==> config.mk <==
export PLATFORM = sky130hd
export DESIGN_NAME = rsa_const_gen
export DESIGN_NICKNAME = d
export VERILOG_FILES = /design/src/rtl/rsa_const_gen.sv
export SDC_FILE = /design/constraint.sdc
export NUM_CORES = 1
export LEC_CHECK = 0
export CORE_MARGIN = 4
export CORE_UTILIZATION = 25
export DETAILED_ROUTE_END_ITERATION = 12
export PLACE_DENSITY_LB_ADDON = 0.12
export SLEW_MARGIN = 20
export SYNTH_ARGS = -nofsm -noshare
export SYNTH_HDL_FRONTEND = slang
export SYNTH_SLANG_ARGS = --single-unit
==> constraint.sdc <==
create_clock -name clk -period 2.6 [get_ports clk]
set_input_delay 0.52 -clock clk [delete_from_list [all_inputs] [get_ports clk]]
set_output_delay 0.52 -clock clk [all_outputs]
set_load 0.005 [all_outputs]
==> src/rtl/rsa_const_gen.sv <==
// Montgomery pre-computation: Const = 2^(2K) mod M via one shift-and-conditional-subtract per clock.
// Feeds the Const input of the downstream RSA exponentiation unit; done cues the exponentiation start.
module rsa_const_gen #(
    parameter int unsigned WIDTH = 8,
    parameter int unsigned K     = WIDTH + 2
) (
    input  logic             clk,
    input  logic             rst,
    input  logic             en,
    input  logic             start,
    input  logic [WIDTH-1:0] M,
    output logic [WIDTH-1:0] Const,
    output logic             busy,
    output logic             done,
    output logic             err
);

    localparam int unsigned RW    = WIDTH + 1;
    localparam int unsigned STEPS = 2 * K;
    localparam int unsigned CW    = $clog2(STEPS + 1);

    typedef enum logic {
        IDLE = 1'b0,
        CALC = 1'b1
    } state_t;

    state_t           state, state_n;
    logic [WIDTH-1:0] m_lat, m_n;
    logic [RW-1:0]    r, r_n;
    logic [CW-1:0]    cnt, cnt_n;
    logic [WIDTH-1:0] const_n;
    logic             busy_n, done_n, err_n;
    logic [RW-1:0]    t, t_sub;

    // State and output registers; reset wins over everything.
    always_ff @(posedge clk) begin
        if (rst) begin
            state <= IDLE;
            m_lat <= '0;
            r     <= '0;
            cnt   <= '0;
            Const <= '0;
            busy  <= 1'b0;
            done  <= 1'b0;
            err   <= 1'b0;
        end else begin
            state <= state_n;
            m_lat <= m_n;
            r     <= r_n;
            cnt   <= cnt_n;
            Const <= const_n;
            busy  <= busy_n;
            done  <= done_n;
            err   <= err_n;
        end
    end

    // Next-state logic; en low holds everything, including a pending done pulse.
    always_comb begin
        state_n = state;
        m_n     = m_lat;
        r_n     = r;
        cnt_n   = cnt;
        const_n = Const;
        busy_n  = busy;
        done_n  = done;
        err_n   = err;
        t       = r << 1;
        t_sub   = t - {1'b0, m_lat};

        if (en) begin
            done_n = 1'b0;
            case (state)
                IDLE: begin
                    if (start) begin
                        if (M[0]) begin
                            m_n     = M;
                            r_n     = (M == WIDTH'(1)) ? '0 : RW'(1);
                            cnt_n   = '0;
                            busy_n  = 1'b1;
                            err_n   = 1'b0;
                            state_n = CALC;
                        end else begin
                            const_n = '0;
                            err_n   = 1'b1;
                            done_n  = 1'b1;
                        end
                    end
                end
                CALC: begin
                    // r < M holds, so 2r < 2M and one subtract keeps it reduced.
                    r_n   = (t >= {1'b0, m_lat}) ? t_sub : t;
                    cnt_n = cnt + CW'(1);
                    if (cnt == CW'(STEPS - 1)) begin
                        const_n = r_n[WIDTH-1:0];
                        done_n  = 1'b1;
                        busy_n  = 1'b0;
                        state_n = IDLE;
                    end
                end
                default: state_n = IDLE;
            endcase
        end
    end

endmodule

==> summary.md <==
| Metric | Value |
|---|---|
| Worst slew pin tran | 0.5572 ns |
| Asr flop ratio synth | 0% |
| Routed wire per std cell | 14.41 um |
| Global Route Usage Sum | 12.68% |
| DP HPWL | 3895 um |
| Initial Utilization | 25.67% |
| Vias in the first global route | 1712 |
| Internal power | 0.0009562 W |
| Mapped Area | 0.001862 mm^2 |
| Data arrival, critical path | 2.31 ns |
| Max-cap viol count | 0 |
| Via count | 1692 |
| Combinational power share | 22.6% |
| RePlAce Congestion | 0.7809 |
| Htree depth | 2 |
| DR vias/cell | 4.766 |
| Io pins | 23 |
| Synth area leaders | dfxtp_1 35%, nand2_1 6.7%, ha_1 6.0%, a21oi_1 4.6%, nor2_1 3.4% |
| Clock latency on the worst-skew pair | 0.29 ns |
| Final #Nets | 277 |
| PwrDens | 583.5 mW/mm^2 |
| Crit path max fanout | 10 |
| Area growth, synth to finish | 25.81% |
| Slew headroom | 62.71% |
| Die height | 94.30 um |
| Filler cell count | 801 |
| Final setup fails | 0 |
| Sw frac | 30.04% |
| ANT nets after route | 0 |
| Post-Route Setup TNS | 0 ns |
| Final WL | 5114 um |
| Share of the synthesized area in the top cell type | 35.48% |
| Share of cells above drive strength 1 | 8.984% |
| First-pass GRT wire length | 8700 um |
| Max VDD drop | 0.0002409 V |
| Crit start category | register |
| Hold Violations, Final | 0 |
| RSZ-0062 raised after global routing | false |
| Outcome | finished, final reports clean |
| Yosys reg bits | 33 |
| Clk slew on worst S/H paths | 0.08 ns |
| Final instance area | 0.002342 mm^2 |
| Final min period | 2.127 ns |
| Final Skew | 0.004613 ns |
| CTS max path bufs | 2 |
| DR iter-0 viols | 44 |
| Yosys top cell by area | dfxtp_1 |
| Cells after synthesis | 229 |
| Port-buffer cells | 22 |
| Hold crit path type | reg -> reg |
| CTS Root Cell | clkbuf_8 |
| Critical Path RT | 2.78 ns |
| Register share of total power | 39.0% |
| Syn_nets | 251 |
| Hold buffers post-CTS | 0 |
| TritonCTS buffer count | 5 |
| Die area | 0.008892 mm^2 |
| Lkg Pwr | 0.8287 nW |
| Sequential fraction of the synthesis area | 35.48% |
| Post-CTS Setup Bufs | 0 |
| Placed Area | 0.002222 mm^2 |
| Max frequency | 470.2 MHz |
| Row Count | 31 |
| CTS tree | yes |
| Most frequent cells in the layout | 33 x dfxtp_1, 33 x nand2_1, 22 x clkdlybuf4s50_1, 17 x nor2_1, 17 x a21oi_1 |
| NetSw | 0.0004105 W |
| GR Overflow Total | 0 |
| Clk pwr share | 38.4% |
| Kind of critical path | reg -> reg |
| # diodes | 0 |
| Post-synth EDFFs | 0 |
| CP endpoint kind | register |
| Ys flop type | dfxtp_1 |
| Slew Limit Fails | 0 |
| Ratio of final minimum period to clock period | 81.80% |
| Residual DRC count | 0 |
| Cells resized by post-CTS repair | 0 |
| Mean Syn Cell Area | 8.130 um^2 |
| Initial antenna violation count | 0 |
| Pin count of the biggest net entering global routing | 12 |
| Core area | 0.007253 mm^2 |
| Synth cell types | 49 |
| Yosys synthesis warning count | 0 |
| TritonRoute pass-1 iters | 4 |
| Die Width | 94.30 um |
| Clock Sinks | 33 |
## worst paths after layout
path                            cells after the start  slack, ns  endpoint  startpoint
worst max-delay path                                7       0.47      r[2]    m_lat[2]
worst min register to register                      2       0.46  m_lat[5]    m_lat[5]
worst min-delay path                                2       0.46  m_lat[5]    m_lat[5]
worst max register to register                      7       0.47      r[2]    m_lat[2]
## layout make-up
class	count	area [um^2]	area share, %
inverter	14	52.55	2.244
multi-input combinational	171	1105	47.17
tap	99	123.9	5.288
sequential	33	660.6	28.21
timing repair buffer	30	280.3	11.97
clock inverter	2	37.54	1.603
clock buffer	6	82.58	3.526
## logic make-up (layout without fill, tap and decap cells)
family | after synthesis | count (layout) | share of synthesized area [%]
simple gates | 87 | 87 | 22.78
mux | 3 | 3 | 1.613
fa+ha+maj | 10 | 10 | 7.124
buf+inv | 25 | 52 | 5.175
compound gates | 66 | 66 | 25.47
xor+xnor | 5 | 5 | 2.352
flops | 33 | 33 | 35.48
## stage by stage
stage | hold WS [ns] | cells | total power [W] | setup slack, ns | utilization, %
finish | 0.4587 | 355 | 0.001367 | 0.4732 | 32.29
global placement | 0.4450 | 347 | 0.0008563 | 0.4290 | 30.64
floorplan | 0.4363 | 229 | 0.0007561 | 0.6109 | -
detailed placement | 0.4477 | 347 | 0.0008532 | 0.4397 | 30.64
global route | 0.4851 | 355 | 0.001438 | 0.2630 | 32.29
CTS | 0.4604 | 355 | 0.001381 | 0.4751 | 32.29
## per-layer routing
layer	vias up	track usage, %	wire length (um)
li1	883	-	-
met1	774	17.49	2594
met2	28	19.56	2302
met4	0	3.971	66
met3	7	2.804	151
met5	-	0	0
## synth_stat cells, types with 3 or more instances
| library cell | number |
|---|---|
| a21oi_1 | 17 |
| a32o_1 | 3 |
| a32oi_1 | 3 |
| and2_1 | 5 |
| clkbuf_1 | 8 |
| dfxtp_1 | 33 |
| ha_1 | 9 |
| inv_1 | 14 |
| mux2i_1 | 3 |
| nand2_1 | 33 |
| nand2b_1 | 4 |
| nand3_1 | 4 |
| nand4_1 | 7 |
| nor2_1 | 17 |
| nor3_1 | 3 |
| o211ai_1 | 5 |
| o21ai_0 | 12 |
| o31ai_1 | 5 |
| xor2_1 | 4 |
## power by group through the flow
stage                     sequential, W  clock [W]  combinational [W]
after CTS                      0.000533   0.000538           0.000310
after global routing           0.000535   0.000558           0.000345
after detailed placement       0.000544          0           0.000309
final                          0.000533   0.000525           0.000310
after floorplan                0.000539          0           0.000217
after global placement         0.000544          0           0.000312
## registers in the layout (all words and copies together), names as in the netlist
name and count:
Const 8, m_lat 8, r 8, cnt 5, busy 1, done 1, err 1, state 1
## critical path, stage by stage, from the launching register on
cell and delay (ns):
dfxtp_1 0.33, inv_1 0.05, ha_1 0.36, or2_2 0.34, o211ai_4 0.12, a31oi_4 0.18
or3_1 0.40, a32o_1 0.25
No activity file was read; power rests on OpenSTA's default activity.
